## config.mk

```make
export PLATFORM = sky130hd
export DESIGN_NAME = bpsk_tx_scheduler
export DESIGN_NICKNAME = d
export VERILOG_FILES = /design/src/rtl/bpsk_tx_scheduler.sv
export SDC_FILE = /design/constraint.sdc
export NUM_CORES = 1
export LEC_CHECK = 0
export CORE_AREA = 2 2 74 58
export CTS_CLUSTER_DIAMETER = 50
export CTS_CLUSTER_SIZE = 20
export DETAILED_ROUTE_END_ITERATION = 10
export DIE_AREA = 0 0 76 60
export PLACE_DENSITY = 0.74
export REMOVE_ABC_BUFFERS = 1
export SLEW_MARGIN = 20
export SYNTH_ARGS = -nofsm -noshare
export SYNTH_HDL_FRONTEND = slang
export SYNTH_SLANG_ARGS = --single-unit
```

## constraint.sdc

```tcl
create_clock -name clk -period 1.4 [get_ports clk]
set_input_delay 0.28 -clock clk [delete_from_list [all_inputs] [get_ports clk]]
set_output_delay 0.28 -clock clk [all_outputs]
set_load 0.005 [all_outputs]
```

## src/rtl/bpsk_tx_scheduler.sv

```systemverilog
// Round-robin transmit scheduler for the BPSK modulator: accepts one word from two
// sources, strobes it into the modulator, then waits out the on-air time plus a guard gap.
module bpsk_tx_scheduler #(
   parameter int unsigned DATA_W     = 16,
   parameter int unsigned BIT_PERIOD = 4,
   parameter int unsigned GAP_CYCLES = 2
) (
   input  logic              clk,
   input  logic              rst,
   input  logic              en,
   input  logic              req0_valid,
   input  logic [DATA_W-1:0] req0_data,
   output logic              req0_ready,
   input  logic              req1_valid,
   input  logic [DATA_W-1:0] req1_data,
   output logic              req1_ready,
   output logic              mod_ld,
   output logic [DATA_W-1:0] mod_data,
   output logic              active,
   output logic              grant,
   output logic              word_done
);

   localparam int unsigned BEATS = DATA_W * BIT_PERIOD;
   localparam int unsigned CNT_W = (BEATS > 1) ? $clog2(BEATS) : 1;
   localparam int unsigned GAP_W = (GAP_CYCLES > 1) ? $clog2(GAP_CYCLES) : 1;
   localparam logic [CNT_W-1:0] CNT_LAST = CNT_W'(BEATS - 1);
   localparam logic [GAP_W-1:0] GAP_LAST = GAP_W'((GAP_CYCLES > 0) ? GAP_CYCLES - 1 : 0);

   localparam logic [1:0] StIdle = 2'd0;
   localparam logic [1:0] StLoad = 2'd1;
   localparam logic [1:0] StSend = 2'd2;
   localparam logic [1:0] StGap  = 2'd3;

   logic [1:0]        state_q, state_d;
   logic [CNT_W-1:0]  cnt_q, cnt_d;
   logic [GAP_W-1:0]  gap_q, gap_d;
   logic              prio_q, prio_d;
   logic              grant_q, grant_d;
   logic [DATA_W-1:0] mod_data_q, mod_data_d;

   logic sel;
   logic can_accept;
   logic accept;

   // Channel 1 wins when it is the only requester or when both request and it holds priority.
   always_comb begin
      sel        = req1_valid & (~req0_valid | prio_q);
      can_accept = rst & en & (state_q == StIdle);
      req0_ready = can_accept & req0_valid & ~sel;
      req1_ready = can_accept & req1_valid & sel;
      accept     = req0_ready | req1_ready;
   end

   always_comb begin
      state_d    = state_q;
      cnt_d      = cnt_q;
      gap_d      = gap_q;
      prio_d     = prio_q;
      grant_d    = grant_q;
      mod_data_d = mod_data_q;
      case (state_q)
         StIdle: begin
            if (accept) begin
               mod_data_d = sel ? req1_data : req0_data;
               grant_d    = sel;
               prio_d     = ~sel;
               state_d    = StLoad;
            end
         end
         StLoad: begin
            cnt_d   = '0;
            state_d = StSend;
         end
         StSend: begin
            if (cnt_q == CNT_LAST) begin
               gap_d   = '0;
               state_d = (GAP_CYCLES > 0) ? StGap : StIdle;
            end else begin
               cnt_d = cnt_q + CNT_W'(1);
            end
         end
         StGap: begin
            if (gap_q == GAP_LAST) begin
               state_d = StIdle;
            end else begin
               gap_d = gap_q + GAP_W'(1);
            end
         end
         default: state_d = StIdle;
      endcase
   end

   always_ff @(posedge clk or negedge rst) begin
      if (!rst) begin
         state_q    <= StIdle;
         cnt_q      <= '0;
         gap_q      <= '0;
         prio_q     <= 1'b0;
         grant_q    <= 1'b0;
         mod_data_q <= '0;
      end else begin
         state_q    <= state_d;
         cnt_q      <= cnt_d;
         gap_q      <= gap_d;
         prio_q     <= prio_d;
         grant_q    <= grant_d;
         mod_data_q <= mod_data_d;
      end
   end

   always_comb begin
      mod_ld    = (state_q == StLoad);
      word_done = (state_q == StSend) && (cnt_q == CNT_LAST);
      active    = (state_q != StIdle);
      grant     = grant_q;
      mod_data  = mod_data_q;
   end

endmodule

```

## After elaboration in Yosys (flattened, before gate mapping)

Cells that the tools add are included.

| operators by class | value |
|---|---|
| add/subtract/negate cells | 2 |
| eq/ne operators | 8 |
| muxes and demuxes | 10 |
| bitwise logic cells | 11 |
| reductions and logical operators | 9 |

Operators by type and width:

| operator | number |
|---|---|
| two-way mux 16 bit | 1 |
| case mux 6 bit (2 select lines) | 1 |
| inequality test 2 bit (second input constant) | 4 |
| case mux 2 bit (4 select lines) | 1 |
| AND 1 bit | 7 |
| adder 6 x 1 -> 6 bit (second input constant) | 1 |
| equality test 6 bit (second input constant) | 1 |
| two-way mux 2 bit | 3 |
| two-way mux 6 bit | 1 |
| AND reduction 2 bit | 3 |
| nonzero test 2 bit | 3 |
| equality test 2 bit (second input constant) | 2 |
| AND reduction 3 bit | 1 |
| equality test 2 x 1 -> 1 bit (second input constant) | 1 |
| logical NOT 2 bit | 1 |
| two-way mux 1 bit | 2 |
| NOT 1 bit | 2 |
| bitwise OR 1 bit | 2 |
| case mux 1 bit (2 select lines) | 1 |
| adder 1 bit (second input constant) | 1 |
| logical AND 1 bit | 1 |

| storage, ports and cells | value |
|---|---|
| bits in registers | 27 |
| input bits | 37 |
| output and inout bits | 22 |

## Longest topological paths before layout

| depth | value |
|---|---|
| word-level depth | 8 |
| depth in mapped cells | 7 |
| mapped depth without buffers | 6 |

## Worst setup path after synthesis

OpenSTA, ideal clock, no wires.

| path | value |
|---|---|
| path type | register to register |
| start point | register cnt_q[0] |
| end point | register cnt_q[1] |
| setup time | 0.126 ns |
| data arrival time | 1.451 ns |
| required time | 1.274 ns |
| slack | -0.177 ns |
| cell stages (with the launch flop) | 6 |
| path buffers | 0 |
| clock period less this slack | 1.577 ns |
| path through | dfrtp_1 -> ha_1 -> and3_4 -> and3_4 -> and3_1 -> a311o_1 |

| on the way | value |
|---|---|
| cells in the longest elaborated chain, start to end | 3 |
| elaborated cells between the ends (all ways) | 6 |

Ends and longest elaborated chain:

| element | RTL line | text |
|---|---|---|
| from (decl) | 36 | `logic [CNT_W-1:0] cnt_q, cnt_d;` |
| from (signal assigned) | 104 | `cnt_q <= cnt_d;` |
| adder 6 x 1 -> 6 bit / equality test 6 bit (equally long branches) | 80, 76 |  |
| two-way mux 6 bit / inequality test 2 bit (equally long branches) | n/a |  |
| case mux 6 bit (2 select lines) / AND reduction 2 bit (equally long branches) | n/a |  |

Several ways; a longest one is shown, not always the timed one. The select of a mux whose other input is x is not followed.
A chain may end at the register's enable or synchronous reset.

## Worst setup path in the final report

| path | value |
|---|---|
| start point | register cnt_q[0] |
| end point | output word_done |

| on the way | value |
|---|---|
| cells in the longest elaborated chain, start to end | 2 |

Ends and longest elaborated chain:

| element | RTL line | text |
|---|---|---|
| equality test 6 bit | 114 | `word_done = (state_q == StSend) && (cnt_q == CNT_LAST);` |
| logical AND 1 bit | 114 |  |
| to (decl) | 21 | `output logic word_done` |

No other way between the ends.

==> results.ini <==
[layout]
final_nets=285
layout_commonest_cell=clkdlybuf4s50_1
diodes=0
syn2layout_area_growth_pct=101.9
final_util_pct=73.61
drive_above_1_share_pct=47.30
final_cell_mix=clkdlybuf4s50_1, buf_4, dfrtp_1
final_cells=296
fillCellCount=274

[status]
violations=negative setup slack
outcome=finished with violations

[sta]
setup_viol=27
period_minus_slack_ns=1.684
hold_viol_final=0
finalClockSkew_ns=0.008285
slew_headroom_pct=72.68
setup_slack_ns=-0.2838
fin_crit_sh_pct=120.3
max_freq_ghz=0.5939
rsz0062_at_grt=yes
drv_slew=0
max_slew.worst_pin.slew_ns=0.4082

[drt]
detail-route-antenna-nets=0
drtIter0Drc=29
via_per_inst=4.807
drcViolationCount=0
drt-total-wl_um=4267
drtPass1Iterations=4
vias=1423
wl_per_cell_um=14.42

[global_route]
grt_max_degree=17
grt_pass1_vias=1447
grt_overflow=0
antenna_found_initial=0
grt_pass1_wl_um=6492
grt_use_total_pct=17.69

[logic_synthesis]
yosysWarnings=0
ys_async_sr_fraction_pct=100.0
ys_types=33
synth-edff-count=0
synthFlopType=dfrtp_1
synth_cells=140
synth_area_mm2=0.001414
ys_seq_elements=27
synth.avg_cell_area_um2=10.10
yosysSeqAreaShare_pct=47.79

[die]
dieWidth_um=76
ios=59
initial_utilization_pct=36.45
coreArea_mm2=0.003879
die_h_um=60
floorplan.rows=20
die_area_mm2=0.004560

[clock_tree]
cts_tree=yes
root_buffer=clkbuf_8
htree_levels=1
cts_buffer_depth=2
worstSkewPairLatency_ns=0.28
clock_sinks=27
cts_made_buffers=3
clkTransAtPathRegs_ns=0.11

[critical_path]
required_ns=1.12
endpoint_kind=output pin
max_stage_delay_ns=0.43
crit_top_cell=and3_4
path_cells=ha_4, and3_4, and3_4, and2_4, buf_6
slowest_stage=dfrtp_1
critPathKind=reg2out
worst_setup_path_start_kind=flip-flop
crit_fanout=2
worstPathArrival_ns=1.40

[power]
peakVddDrop_mv=0.5331
power_density_mw_per_mm2=507.4
cellLeakagePower_nw=1.346

[place]
dp_hpwl_um=2499
dp_slack_ns=-0.6011
dp_cells=276
place_congestion=0.8386
port-buffer-count=58

[hold_path]
hold_path.class=in2async

[job]
maxCapViolCount=0

[final timing paths]
check	from	to	slack (ns)	cells past startpoint
max in group asynchronous	rst	grant$_DFFE_PN0P_	0.73	3
setup / recovery	cnt_q[0]$_DFFE_PN0P_	word_done	-0.28	5
min in group clk	grant$_DFFE_PN0P_	grant$_DFFE_PN0P_	0.48	1
setup reg to reg	cnt_q[0]$_DFFE_PN0P_	cnt_q[1]$_DFFE_PN0P_	-0.21	6
hold / removal	rst	cnt_q[0]$_DFFE_PN0P_	0.40	2
hold reg to reg	grant$_DFFE_PN0P_	grant$_DFFE_PN0P_	0.48	1
[metal layers]
metal  global-route usage (%)  share of wire (%)  vias up
met2                    33.42                 52       41
met5                        0                  0        -
met3                    4.683                5.2        6
met4                    2.857               0.98        0
li1                         -                  -      696
met1                    21.08                 42      680
[where the power goes]
group	switching, W	leakage (nW)	internal (W)
logic	0.0000718	0.962	0.000126
registers	0	0.362	0.000779
clock network	0.000269	0.0217	0.000202
[registers in the layout, summed over array words and instances (netlist names)]
signal and count:
cnt_q 6, gap_q 1, grant 1, mod_data 16
prio_q 1, state_q 2
[per-stage QoR]
stage / setup TNS [ns] / area [um^2] / power [W] / hold WS (ns)
CTS: -1.719 / 2595 / 0.001452 / 0.3944
finish: -2.307 / 2855 / 0.001449 / 0.3995
global route: -3.862 / 2855 / 0.001496 / 0.4270
global placement: -7.689 / 2263 / 0.0009717 / 0.4634
floorplan: -11.98 / 1376 / 0.0008363 / -0.01559
detailed placement: -8.254 / 2263 / 0.0009743 / 0.4667
[cell usage after synthesis, types with 2 or more instances]
cell type / instances / share of area [%]
buf_2: 2 / 0.71
nor2_1: 5 / 1.3
nor2b_1: 2 / 0.88
a31oi_1: 2 / 0.88
dfrtp_1: 27 / 48
nand3_1: 2 / 0.71
and3_4: 2 / 1.6
and3_1: 3 / 1.3
o21ai_0: 7 / 2.5
mux2i_1: 17 / 12
nor3b_1: 3 / 1.6
inv_1: 6 / 1.6
nor3_1: 4 / 1.4
nand2_1: 20 / 5.3
ha_1: 6 / 5.3
a21oi_1: 4 / 1.4
o21ai_1: 11 / 3.9
a21o_1: 2 / 1.1
[timing repair]
| item | 4_1_cts | 5_1_grt |
|---|---|---|
| pin swaps | 10 | 24 |
| setup buffers | 10 | 4 |
| gates cloned | 3 | 1 |
| hold buffers | 0 | 0 |
| endpoints found under the setup margin | 43 | 31 |
| gates resized for setup | 89 | 59 |
[worst max-delay path: cells and delay by family (launching register included)]
family | cells | cell delay (ns)
flip-flops | 1 | 0.43
AND/OR/NAND/NOR | 3 | 0.43
adder cells (fa/ha/maj) | 1 | 0.17
buffers and inverters | 1 | 0.10
[cells by family (layout without fill, tap and decap cells)]
family,count (synthesis),in the layout,share of synthesized area [%]
DFF,27,27,47.79
muxes,18,18,12.83
buffers and inverters,12,113,4.247
AOI/OAI and AO/OA,32,32,13.54
and+or+nand+nor,44,44,15.66
adders and majority gates,6,6,5.310
xor gates and xnor gates,1,1,0.6196
[area by class of cell]
| type | instances | area, um^2 | share of cell area [%] |
|---|---|---|---|
| Multi-Input combinational cell | 101 | 1032 | 36.15 |
| Timing Repair Buffer | 103 | 1007 | 35.28 |
| Sequential cell | 27 | 675.6 | 23.66 |
| Tap cell | 55 | 68.82 | 2.410 |
| Clock buffer | 3 | 41.29 | 1.446 |
| Inverter | 6 | 22.52 | 0.7888 |
| Clock inverter | 1 | 7.507 | 0.2629 |
Power figures use the tool's default switching activity.
